**src/rtl/sync_fifo.sv**
```systemverilog
// sync_fifo: single-clock FIFO with registered count and status flags,
// one-cycle overflow/underflow error pulses, and configurable
// almost_full / almost_empty thresholds.
//
// Build option: define SYNC_FIFO_FWFT_EN for first-word-fall-through mode,
// where dout always presents the head word while the FIFO is not empty.
// Without it, an accepted read registers the head word into dout and
// dout_valid is high for the single following cycle.
//
// Storage is deliberately not reset; only pointers, count, flags and the
// output register are cleared by the asynchronous reset.

module sync_fifo #(
    parameter int FIFO_WIDTH    = 16,
    parameter int FIFO_DEPTH    = 8,
    parameter int AFULL_THRESH  = FIFO_DEPTH - 2,
    parameter int AEMPTY_THRESH = 1
) (
    input  logic                        clk,
    input  logic                        rst,
    input  logic                        wr_en,
    input  logic [FIFO_WIDTH-1:0]       din,
    input  logic                        rd_en,
    output logic [FIFO_WIDTH-1:0]       dout,
    output logic                        dout_valid,
    output logic                        full,
    output logic                        empty,
    output logic                        almost_full,
    output logic                        almost_empty,
    output logic [$clog2(FIFO_DEPTH):0] count,
    output logic                        overflow,
    output logic                        underflow
);

    localparam int ADDR_W = $clog2(FIFO_DEPTH);
    localparam int CNT_W  = ADDR_W + 1;

    // Storage and pointer state; pointers carry one extra wrap bit.
    logic [FIFO_WIDTH-1:0] r_mem [FIFO_DEPTH];
    logic [ADDR_W:0]       r_wr_ptr;
    logic [ADDR_W:0]       r_rd_ptr;
    logic [CNT_W-1:0]      r_count;

    // Registered status flags
    logic r_full;
    logic r_empty;
    logic r_afull;
    logic r_aempty;
    logic r_overflow;
    logic r_underflow;

    // Acceptance decisions and next-state values
    logic              w_wr_acc;
    logic              w_rd_acc;
    logic [ADDR_W-1:0] w_wr_addr;
    logic [ADDR_W-1:0] w_rd_addr;
    logic [CNT_W-1:0]  w_count_nxt;

    // Acceptance is decided from the flags as they stand this cycle, so a
    // simultaneous read cannot free room for a write when full (and vice
    // versa when empty).
    assign w_wr_acc  = wr_en && !r_full;
    assign w_rd_acc  = rd_en && !r_empty;
    assign w_wr_addr = r_wr_ptr[ADDR_W-1:0];
    assign w_rd_addr = r_rd_ptr[ADDR_W-1:0];

    // Next occupancy: +1 on write only, -1 on read only, otherwise hold
    always_comb begin
        w_count_nxt = r_count;
        case ({w_wr_acc, w_rd_acc})
            2'b10:   w_count_nxt = r_count + 1'b1;
            2'b01:   w_count_nxt = r_count - 1'b1;
            default: w_count_nxt = r_count;
        endcase
    end

    // Storage write: only accepted writes touch the array
    always_ff @(posedge clk) begin
        if (w_wr_acc) begin
            r_mem[w_wr_addr] <= din;
        end
    end

    // Pointer advance, modulo depth through natural wrap of the extra bit
    always_ff @(posedge clk or posedge rst) begin
        if (rst) begin
            r_wr_ptr <= '0;
            r_rd_ptr <= '0;
        end else begin
            if (w_wr_acc) begin
                r_wr_ptr <= r_wr_ptr + 1'b1;
            end
            if (w_rd_acc) begin
                r_rd_ptr <= r_rd_ptr + 1'b1;
            end
        end
    end

    // Count and flags are all registered from the next count value
    always_ff @(posedge clk or posedge rst) begin
        if (rst) begin
            r_count  <= '0;
            r_empty  <= 1'b1;
            r_aempty <= 1'b1;
            r_full   <= 1'b0;
            r_afull  <= 1'b0;
        end else begin
            r_count  <= w_count_nxt;
            r_empty  <= (w_count_nxt == '0);
            r_full   <= (w_count_nxt == CNT_W'(FIFO_DEPTH));
            r_afull  <= (w_count_nxt >= CNT_W'(AFULL_THRESH));
            r_aempty <= (w_count_nxt <= CNT_W'(AEMPTY_THRESH));
        end
    end

    // Error pulses: one cycle after a request that hit a full/empty FIFO
    always_ff @(posedge clk or posedge rst) begin
        if (rst) begin
            r_overflow  <= 1'b0;
            r_underflow <= 1'b0;
        end else begin
            r_overflow  <= wr_en && r_full;
            r_underflow <= rd_en && r_empty;
        end
    end

`ifdef SYNC_FIFO_FWFT_EN
    // Head word falls through combinationally; zero while empty
    always_comb begin
        dout       = '0;
        dout_valid = !r_empty;
        if (!r_empty) begin
            dout = r_mem[w_rd_addr];
        end
    end
`else
    logic [FIFO_WIDTH-1:0] r_dout;
    logic                  r_dout_valid;

    // Popped word is captured at the read edge and held until the next read
    always_ff @(posedge clk or posedge rst) begin
        if (rst) begin
            r_dout       <= '0;
            r_dout_valid <= 1'b0;
        end else begin
            r_dout_valid <= w_rd_acc;
            if (w_rd_acc) begin
                r_dout <= r_mem[w_rd_addr];
            end
        end
    end

    assign dout       = r_dout;
    assign dout_valid = r_dout_valid;
`endif

    assign full         = r_full;
    assign empty        = r_empty;
    assign almost_full  = r_afull;
    assign almost_empty = r_aempty;
    assign count        = r_count;
    assign overflow     = r_overflow;
    assign underflow    = r_underflow;

endmodule

```
**config.mk**
```make
export PLATFORM = sky130hd
export DESIGN_NAME = sync_fifo
export DESIGN_NICKNAME = d
export VERILOG_FILES = /design/src/rtl/sync_fifo.sv
export SDC_FILE = /design/constraint.sdc
export NUM_CORES = 1
export LEC_CHECK = 0
export ABC_AREA = 1
export BUFFER_PORTS_ARGS = -buffer_cell sky130_fd_sc_hd__buf_2
export CORE_UTILIZATION = 50
export DETAILED_ROUTE_END_ITERATION = 7
export PLACE_DENSITY = 0.68
export SLEW_MARGIN = 10
export SYNTH_ARGS = -nofsm -noshare
export SYNTH_HDL_FRONTEND = slang
export SYNTH_SLANG_ARGS = --single-unit
```
**constraint.sdc**
```tcl
create_clock -name clk -period 2.5 [get_ports clk]
set_input_delay 0.25 -clock clk [delete_from_list [all_inputs] [get_ports clk]]
set_output_delay 0.25 -clock clk [all_outputs]
set_load 0.005 [all_outputs]
```
==> reports/results.tsv <==
metric	value	unit
place.gp.congestion	0.7809	
yosys.area.top_type_share	0.5986	
dr.pass1.iters	5	
powerDensity	1227	mW/mm^2
area_growth	16.11	%
cts_tree	built	
drv_slew	0	
final_nets	596	
io_buffers	46	
max_freq	460.9	MHz
synth-warning-count	0	
pre_cts_slack	0.3676	ns
hold_viol	0	
setup_tns	0	ns
clock-root-buffer	clkbuf_16	
hold_path_startpoint	wr_en	
finClkSkew	0.008381	ns
ys_async_sr_fraction	0.2050	
drive_gt1_frac	0.1661	
max_stage_delay	0.38	ns
ant_nets	0	
whs_path_depth	3	
syn_area	0.006421	sq mm
drc	0	
min_to	overflow	
synthCells	518	
numCtsBuffers	17	
placed_cell_area	0.006820	sq mm
h-tree-depth	4	
synth-seq-cells	161	
post-route-period-util	0.8679	
dp_hpwl	7457	um
dieHeight	115.3	um
overflow	0	
synth_area_per_cell	12.40	sq um
drv_cap	0	
routedWlPerCell	17.46	um
reg2reg_depth	9	
r2r_end	full	
status	complete, no violations	
yosys.area.top_type	edfxtp_1	
track_usage	0.2188	
cp.required	2.85	ns
r2r_setup_slack	0.33	ns
grt_max_degree	83	
clkTransAtPathRegs	0.06	ns
setup_slack	0.3303	ns
vias	4080	
clk_latency	0.42	ns
design_area	0.007456	sq mm
setup_violations	0	
io_pins	47	
antenna_found_initial	0	
rows	41	
p_leak	2.877	nW
relSlewSlack	0.4944	
vias_per_cell	5.397	
worstSetupStartpointType	flop	
post-synth-top-count-cell	edfxtp_1	
die-width	115.3	um
grt_pass1_wl	20760	um
hold_class	in -> reg	
clock_sink_count	161	
timing.critical_path.from	empty	
grt_setup_unrepaired	false	
peakVddDrop	0.4980	mV
slowest_stage	dfstp_2	
clockBufferDepth	2	
path_cells	nor2_2 -> ha_1 -> nand2_1 -> inv_1 -> nor2_2 -> ha_1 -> o21ai_1 -> nand4_1 -> nor2_1	
cp.arrival	2.51	ns
total_power	9.145	mW
tightest_slew	0.7584	ns
period_minus_slack	2.170	ns
reg2reg_from	empty	
drt_iter0_drc	345	
dieArea	0.01330	sq mm
cp-end-kind	flop	
crit_path_max_fanout	8	
yosysSeqAreaShare	0.7276	
routed_wl	13200	um
diodes	0	
synthTopCellsByCount	128 x edfxtp_1, 77 x nor2_1, 60 x nand2_1, 60 x o21ai_0, 33 x inv_1	
post-route-util	0.5932	
synth.area.top_cells	edfxtp_1 60%, dfrtp_1 12%, o21ai_0 4.7%	
start_util	0.5109	
fp.coreArea	0.01257	sq mm
first_global_vias	3946	
ys.flop_type	edfxtp_1	
mappedNetlistNets	543	
crit_type	reg -> reg	
synth_edf_count	128	
synth_cell_types	26	
[through the flow]
stage | hold WS [ns] | instances
floorplan | 0.3489 | 518
global placement | 0.1380 | 723
detailed placement | 0.1420 | 723
CTS | 0.01493 | 756
global route | 0.03280 | 756
finish | 0.03044 | 756
[kinds of logic (layout without fill, tap and decap cells)]
group,Yosys count,count (layout),share of synthesized area
and+or+nand+nor,167,167,0.1046
DFF,161,161,0.7276
AOI/OAI and AO/OA,117,117,0.1037
buffers and inverters,63,129,0.04754
adders and majority gates,5,5,0.009743
xor gates and xnor gates,5,5,0.006820
[registers in the layout (all words and copies together), names as in the netlist, 3 cells and up]
signal	cells
count	4
r_rd_ptr	3
r_wr_ptr	3
r_mem	128
dout	16
[where the power goes]
part | switching [mW] | internal [mW]
clock | 0.985 | 1.76
sequential | 0.259 | 3.50
combinational | 1.75 | 0.887
total | 3.00 | 6.15
[routing by layer]
layer	part of all wire	GRT usage	wire, um	vias up
met3	0.045	0.04533	596	22
met2	0.51	0.3709	6754	130
met5	0	0	0	-
met4	0.021	0.09004	274	0
met1	0.42	0.2747	5572	1996
li1	-	-	-	1932
[cell usage in the layout (no fill, tap or decap), types with 2 or more instances in the layout]
cell,count
a21oi_1,17
buf_2,46
buf_4,13
bufinv_16,5
clkbuf_1,3
clkbuf_16,17
clkinv_1,2
clkinv_2,4
clkinvlp_4,2
dfrtp_1,30
dfstp_2,2
edfxtp_1,128
ha_1,5
inv_1,33
nand2_1,60
nand3_1,24
nor2_1,76
nor2_2,3
o211ai_1,32
o21ai_0,60
o21ai_1,8
xor2_1,4
[how the worst max path moves through the flow]
| stage | to | cells past startpoint |
|---|---|---|
| after floorplan | r_mem[0][0] | 4 |
| after global placement | full | 11 |
| after detailed placement | full | 9 |
| after CTS | full | 9 |
| after global routing | empty | 9 |
| final | full | 9 |
[critical path, delay by kind of cell, from the launching register on]
kind	cells	cell delay, ns
AO/OA/AOI/OAI	1	0.23
flip-flops	1	0.38
adder cells (fa/ha/maj)	2	0.59
AND/OR/NAND/NOR	5	0.81
buffers and inverters	1	0.08
[repair_timing]
action	in CTS	in global routing
hold buffers	1	0
resized for setup	0	0
setup buffers	0	0
endpoints found under the hold margin	4	0
[layout make-up]
type,count,area (sq um)
repair buffers,61,357.8
inverters,36,137.6
multi-input cells,294,1446
fillers,1000,5112
flip-flops and latches,161,4673
well taps,172,215.2
clock buffers,20,436.7
clock inverters,12,188.9
(Power assumes the default switching activity.)
